<file path="src/rtl/mc_pkg.sv">
// Shared encodings for the multi-cycle RV32I control unit and its datapath.
// Holds the FSM state set, opcodes, select encodings and the per-state Moore control word.
package mc_pkg;

  typedef enum logic [3:0] {
    S_FETCH, S_DECODE, S_MEMADR, S_MEMREAD, S_MEMWB, S_MEMWR, S_EXECR,
    S_EXECI, S_EXECLUI, S_ALUWB, S_BEQ, S_JAL, S_TRAP
  } state_t;

  localparam logic [6:0] OP_LW   = 7'b0000011;
  localparam logic [6:0] OP_SW   = 7'b0100011;
  localparam logic [6:0] OP_R    = 7'b0110011;
  localparam logic [6:0] OP_I    = 7'b0010011;
  localparam logic [6:0] OP_BEQ  = 7'b1100011;
  localparam logic [6:0] OP_JAL  = 7'b1101111;
  localparam logic [6:0] OP_LUI  = 7'b0110111;

  typedef enum logic [1:0] {
    ALUOP_ADD   = 2'b00,
    ALUOP_SUB   = 2'b01,
    ALUOP_FUNCT = 2'b10
  } alu_op_t;

  localparam logic [2:0] ALU_ADD = 3'b000;
  localparam logic [2:0] ALU_SUB = 3'b001;
  localparam logic [2:0] ALU_AND = 3'b010;
  localparam logic [2:0] ALU_OR  = 3'b011;
  localparam logic [2:0] ALU_SLT = 3'b101;

  localparam logic [2:0] IMM_I = 3'b000;
  localparam logic [2:0] IMM_S = 3'b001;
  localparam logic [2:0] IMM_B = 3'b010;
  localparam logic [2:0] IMM_J = 3'b011;
  localparam logic [2:0] IMM_U = 3'b100;

  localparam logic [1:0] RES_ALUOUT    = 2'b00;
  localparam logic [1:0] RES_DATA      = 2'b01;
  localparam logic [1:0] RES_ALURESULT = 2'b10;

  localparam logic [1:0] SRCA_PC    = 2'b00;
  localparam logic [1:0] SRCA_OLDPC = 2'b01;
  localparam logic [1:0] SRCA_RD1   = 2'b10;
  localparam logic [1:0] SRCA_ZERO  = 2'b11;

  localparam logic [1:0] SRCB_RD2  = 2'b00;
  localparam logic [1:0] SRCB_IMM  = 2'b01;
  localparam logic [1:0] SRCB_FOUR = 2'b10;

  // mem_wait marks states whose ir_write/pc_update must be qualified by mem_ready.
  typedef struct packed {
    logic       mem_req;
    logic       mem_write;
    logic       mem_wait;
    logic       adr_src;
    logic       ir_write;
    logic       pc_update;
    logic       branch;
    logic       reg_write;
    logic [1:0] result_src;
    logic [1:0] alu_src_a;
    logic [1:0] alu_src_b;
    alu_op_t    alu_op;
  } ctrl_t;

  function automatic ctrl_t state_ctrl(state_t s);
    ctrl_t c;
    c = '0;
    c.alu_op = ALUOP_ADD;
    case (s)
      S_FETCH: begin
        c.mem_req = 1'b1; c.mem_wait = 1'b1; c.ir_write = 1'b1; c.pc_update = 1'b1;
        c.alu_src_a = SRCA_PC; c.alu_src_b = SRCB_FOUR; c.result_src = RES_ALURESULT;
      end
      S_DECODE:  begin c.alu_src_a = SRCA_OLDPC; c.alu_src_b = SRCB_IMM; end
      S_MEMADR:  begin c.alu_src_a = SRCA_RD1;   c.alu_src_b = SRCB_IMM; end
      S_MEMREAD: begin c.mem_req = 1'b1; c.mem_wait = 1'b1; c.adr_src = 1'b1; end
      S_MEMWB:   begin c.result_src = RES_DATA; c.reg_write = 1'b1; end
      S_MEMWR: begin
        c.mem_req = 1'b1; c.mem_write = 1'b1; c.mem_wait = 1'b1; c.adr_src = 1'b1;
      end
      S_EXECR: begin
        c.alu_src_a = SRCA_RD1; c.alu_src_b = SRCB_RD2; c.alu_op = ALUOP_FUNCT;
      end
      S_EXECI: begin
        c.alu_src_a = SRCA_RD1; c.alu_src_b = SRCB_IMM; c.alu_op = ALUOP_FUNCT;
      end
      S_EXECLUI: begin c.alu_src_a = SRCA_ZERO; c.alu_src_b = SRCB_IMM; end
      S_ALUWB:   begin c.result_src = RES_ALUOUT; c.reg_write = 1'b1; end
      S_BEQ: begin
        c.alu_src_a = SRCA_RD1; c.alu_src_b = SRCB_RD2; c.alu_op = ALUOP_SUB;
        c.result_src = RES_ALUOUT; c.branch = 1'b1;
      end
      // PC takes the target computed in DECODE while the ALU forms OldPC+4 for rd.
      S_JAL: begin
        c.alu_src_a = SRCA_OLDPC; c.alu_src_b = SRCB_FOUR;
        c.result_src = RES_ALUOUT; c.pc_update = 1'b1;
      end
      default: ;
    endcase
    return c;
  endfunction

endpackage

</file>
<file path="src/rtl/mc_alu_dec.sv">
// Combinational ALU decoder: maps ALUOp plus instruction function bits to alu_control.
module mc_alu_dec
  import mc_pkg::*;
(
  input  alu_op_t    alu_op,
  input  logic [2:0] funct3,
  input  logic       op5,
  input  logic       funct7b5,
  output logic [2:0] alu_control
);

  always_comb begin
    alu_control = ALU_ADD;
    case (alu_op)
      ALUOP_SUB: alu_control = ALU_SUB;
      ALUOP_FUNCT: begin
        // Unsupported funct3 values fall back to add rather than trapping.
        case (funct3)
          3'b000:  alu_control = (op5 & funct7b5) ? ALU_SUB : ALU_ADD;
          3'b010:  alu_control = ALU_SLT;
          3'b110:  alu_control = ALU_OR;
          3'b111:  alu_control = ALU_AND;
          default: alu_control = ALU_ADD;
        endcase
      end
      default: alu_control = ALU_ADD;
    endcase
  end

endmodule

</file>
<file path="src/rtl/mc_controller.sv">
// Multi-cycle RV32I control unit: Moore FSM with registered control word,
// immediate-type decoder and ALU decoder, stalling on the memory ready handshake.
module mc_controller
  import mc_pkg::*;
#(
  parameter state_t RESET_STATE = S_FETCH
) (
  input  logic       clk,
  input  logic       reset,
  input  logic [6:0] op,
  input  logic [2:0] funct3,
  input  logic       funct7b5,
  input  logic       zero,
  input  logic       mem_ready,
  output logic       mem_req,
  output logic       mem_write,
  output logic       adr_src,
  output logic       ir_write,
  output logic       pc_write,
  output logic       reg_write,
  output logic [1:0] result_src,
  output logic [1:0] alu_src_a,
  output logic [1:0] alu_src_b,
  output logic [2:0] alu_control,
  output logic [2:0] imm_src,
  output logic       illegal
);

  state_t state, nxt;
  ctrl_t  ctrl;
  logic   pc_update;

  always_comb begin
    nxt = state;
    case (state)
      S_FETCH:   nxt = mem_ready ? S_DECODE : S_FETCH;
      S_DECODE: begin
        case (op)
          OP_LW, OP_SW: nxt = S_MEMADR;
          OP_R:         nxt = S_EXECR;
          OP_I:         nxt = S_EXECI;
          OP_BEQ:       nxt = S_BEQ;
          OP_JAL:       nxt = S_JAL;
          OP_LUI:       nxt = S_EXECLUI;
          default:      nxt = S_TRAP;
        endcase
      end
      S_MEMADR:  nxt = (op == OP_LW) ? S_MEMREAD : S_MEMWR;
      S_MEMREAD: nxt = mem_ready ? S_MEMWB : S_MEMREAD;
      S_MEMWB:   nxt = S_FETCH;
      S_MEMWR:   nxt = mem_ready ? S_FETCH : S_MEMWR;
      S_EXECR, S_EXECI, S_EXECLUI, S_JAL: nxt = S_ALUWB;
      S_ALUWB, S_BEQ: nxt = S_FETCH;
      S_TRAP:    nxt = S_TRAP;
      default:   nxt = S_FETCH;
    endcase
  end

  // Control word is registered from the next state so outputs leave flops.
  always_ff @(posedge clk) begin
    if (reset) begin
      state   <= RESET_STATE;
      ctrl    <= state_ctrl(RESET_STATE);
      illegal <= 1'b0;
    end else begin
      state   <= nxt;
      ctrl    <= state_ctrl(nxt);
      illegal <= illegal | (nxt == S_TRAP);
    end
  end

  assign pc_update  = ctrl.pc_update & (mem_ready | ~ctrl.mem_wait);
  assign mem_req    = ctrl.mem_req & ~reset;
  assign mem_write  = ctrl.mem_write & ~reset;
  assign ir_write   = ctrl.ir_write & (mem_ready | ~ctrl.mem_wait) & ~reset;
  assign pc_write   = (pc_update | (ctrl.branch & zero)) & ~reset;
  assign reg_write  = ctrl.reg_write & ~reset;
  assign adr_src    = ctrl.adr_src;
  assign result_src = ctrl.result_src;
  assign alu_src_a  = ctrl.alu_src_a;
  assign alu_src_b  = ctrl.alu_src_b;

  always_comb begin
    imm_src = IMM_I;
    case (op)
      OP_SW:   imm_src = IMM_S;
      OP_BEQ:  imm_src = IMM_B;
      OP_JAL:  imm_src = IMM_J;
      OP_LUI:  imm_src = IMM_U;
      default: imm_src = IMM_I;
    endcase
  end

  mc_alu_dec u_alu_dec (
    .alu_op      (ctrl.alu_op),
    .funct3      (funct3),
    .op5         (op[5]),
    .funct7b5    (funct7b5),
    .alu_control (alu_control)
  );

endmodule

</file>
<file path="config.mk">
export PLATFORM = sky130hd
export DESIGN_NAME = mc_controller
export DESIGN_NICKNAME = d
export VERILOG_FILES = /design/src/rtl/mc_pkg.sv /design/src/rtl/mc_alu_dec.sv /design/src/rtl/mc_controller.sv
export SDC_FILE = /design/constraint.sdc
export NUM_CORES = 1
export LEC_CHECK = 0
export CELL_PAD_IN_SITES_DETAIL_PLACEMENT = 2
export CELL_PAD_IN_SITES_GLOBAL_PLACEMENT = 2
export CORE_AREA = 2 2 70 72
export CTS_BUF_LIST = sky130_fd_sc_hd__clkbuf_4 sky130_fd_sc_hd__clkbuf_8
export CTS_CLUSTER_SIZE = 24
export DETAILED_ROUTE_END_ITERATION = 7
export DIE_AREA = 0 0 72 74
export HOLD_SLACK_MARGIN = 0.08
export PLACE_DENSITY_LB_ADDON = 0.15
export SLEW_MARGIN = 20
export SYNTH_ARGS = -nofsm -noshare
export SYNTH_HDL_FRONTEND = slang
export SYNTH_SLANG_ARGS = --single-unit
</file>
<file path="constraint.sdc">
create_clock -name clk -period 2.75 [get_ports clk]
set_input_delay 0.55 -clock clk [delete_from_list [all_inputs] [get_ports clk]]
set_output_delay 0.55 -clock clk [all_outputs]
set_load 0.005 [all_outputs]
</file>
==> impl_metrics.json <==
{
  "status": "complete, no violations",
  "synth_top_area_share_pct": 31.1,
  "setup_ws_ns": 0.152,
  "clock.fmax_ghz": 0.385,
  "finalInstanceArea_sq_um": 1820,
  "final_cell_mix": "clkdlybuf4s50_1 (31), buf_4 (27), dfxtp_1 (19)",
  "utilization_pct": 39.7,
  "dpl_cell_area_sq_um": 1730,
  "wire_per_inst_um": 15.6,
  "reg2regPathDepth": 6,
  "die_area_sq_um": 5330,
  "p_total_mw": 1.00,
  "critPathMaxFanout": 9,
  "grt_first_pass_wirelength_mm": 6.58,
  "grt_overflow": 0,
  "worst-path-buf-inv": 3,
  "rsz0062_at_grt": "no",
  "crit_cells": 10,
  "vias": 1274,
  "end_kind": "flop",
  "finalWeightedCongestion": 0.757,
  "cp-start-kind": "input pin",
  "path_class": "in -> reg",
  "clock_path_buffers": 2,
  "synth-edff-count": 0,
  "htreeDepth": 1,
  "cts_made_buffers": 3,
  "antenna_found_initial": 0,
  "slew_headroom_pct": 65.6,
  "nNetsFinal": 218,
  "die_x_um": 72,
  "drv_cap": 0,
  "tightest_slew_ns": 0.515,
  "cts_sinks": 19,
  "netlist_top_cells_area": "dfxtp_1 (31%), nor2b_1 (5.1%), buf_4 (3.7%)",
  "required_ns": 2.94,
  "ant_nets": 0,
  "crit_chain": "clkdlybuf4s50_1 > buf_4 > nand4bb_4 > or2_1 > buf_4 > o21ai_1 > and3_1 > a211oi_4 > or3_1 > a211oi_2",
  "preCtsSetupSlack_ns": -0.196,
  "synth_nets": 167,
  "ys.flop_type": "dfxtp_1",
  "synth_area_sq_um": 1220,
  "drc": 0,
  "arrival_ns": 2.79,
  "p_per_area_nw_per_um2": 548,
  "cpPeakStageDelay_ns": 0.43,
  "power_leakage_nw": 0.734,
  "path_delay_family": "simple AND/OR/NAND/NOR gates",
  "syn_avg_cell_area_sq_um": 8.15,
  "core_area_sq_um": 4600,
  "start_util_pct": 26.6,
  "row_count": 25,
  "grt_pass1_vias": 1376,
  "via_per_inst": 5.02,
  "min_period_ns": 2.60,
  "area_growth_pct": 49.2,
  "grt_usage_pct": 16.0,
  "yosysWarnings": 0,
  "dp_hpwl_mm": 3.10,
  "hold_depth": 1,
  "hold_viol": 0,
  "synthArstFlopShare_pct": 0,
  "slowest_stage": "clkdlybuf4s50_1",
  "drt_first_pass_iters": 3,
  "skew_ns": 0.00894,
  "synth_seq_cells": 19,
  "hp-class": "reg -> reg",
  "cts_tree": "yes",
  "clk_pin_slew_worst_paths_ns": 0.08,
  "port_buffers": 33,
  "synthDistinctLibCells": 48,
  "hold_buffers": 0,
  "grt_max_degree": 16,
  "crit_top_cell": "buf_4",
  "netlist_instances": 150,
  "ios": 34,
  "final_common_cell": "clkdlybuf4s50_1",
  "drive_above_1_share_pct": 23.0,
  "clk_latency_ns": 0.27,
  "antennaDiodeCount": 0,
  "die_h_um": 74,
  "routed_wl_mm": 3.95,
  "timing.final.crit_share_pct": 94.5,
  "yosys.area.top_type": "dfxtp_1",
  "first_iter_violations": 25,
  "ys_seq_area_share_pct": 31.1,
  "setup_viol": 0,
  "cts_root_buf": "clkbuf_8",
  "maxSlewViolCount": 0,
  "vdd_drop_max_mv": 0.305
}
## final cells by class
type / count / area (sq um)
Fill cell: 523 / 2770
Multi-Input combinational cell: 110 / 769
Timing Repair Buffer: 60 / 534
Sequential cell: 19 / 380
Tap cell: 54 / 67.6
Clock buffer: 3 / 41.3
Inverter: 7 / 26.3
Clock inverter: 1 / 5.00
## synth_stat cells (all sizes together) (2+ instances only)
cell type,n
or2,2
clkbuf,4
a31oi,4
a211oi,2
nand4,2
ha,2
a21o,4
dfxtp,19
nand2,12
nor4,3
nand3,5
nand2b,3
nand4b,2
buf,10
nor3,8
and3,4
inv,7
nor3b,3
nor2,12
nor2b,10
xnor2,2
o21ai,7
nor4b,2
a21oi,4
o211ai,2
## logic make-up after synthesis
kind of cell / synth area share [%]
fa+ha+maj: 2.05
flops: 31.1
mux: 0.819
buf+inv: 9.21
xor+xnor: 1.43
compound gates: 18.9
simple gates: 36.4
## sequential cells by signal (all words and copies together) (netlist names)
register / flops
alu_src_b: 2
state: 4
result_src: 1
ctrl: 8
illegal: 1
adr_src: 1
alu_src_a: 2
## stage by stage
| step | instances | hold WS [ns] | setup TNS, ns |
|---|---|---|---|
| 2_1_floorplan | 150 | 0.464 | 0 |
| 3_3_place_gp | 249 | 0.463 | -0.510 |
| 3_5_place_dp | 249 | 0.470 | -1.75 |
| 4_1_cts | 254 | 0.491 | 0 |
| 5_1_grt | 254 | 0.525 | 0 |
| 6_report | 254 | 0.489 | 0 |
## what timing repair did
item,4_1_cts,5_1_grt
hold endpoints to repair,0,0
cloned,0,0
pin swaps,1,4
setup buffers,1,0
gates resized for setup,3,9
setup endpoints to repair,1,8
## path summary, 6_finish.rpt
kind            start      end  slack, ns
min reg2reg   illegal  illegal       0.49
min           illegal  illegal       0.49
max             op[6]  ctrl[8]       0.15
max reg2reg  state[1]  ctrl[8]       0.59
## report_power, final
| part | switching (mW) | internal [mW] |
|---|---|---|
| registers | 0.0319 | 0.319 |
| logic | 0.213 | 0.232 |
| clock network | 0.103 | 0.101 |
| total | 0.348 | 0.652 |
## metal layers
layer  global-route usage, %  vias up  wire [um]
met2                    28.2       17       1910
met5                       0        -          0
li1                        -      633          -
met3                    3.25        5        111
met1                    20.0      619       1890
met4                    4.40        0         44
Note: power is estimated with default switching activity, not from simulation.
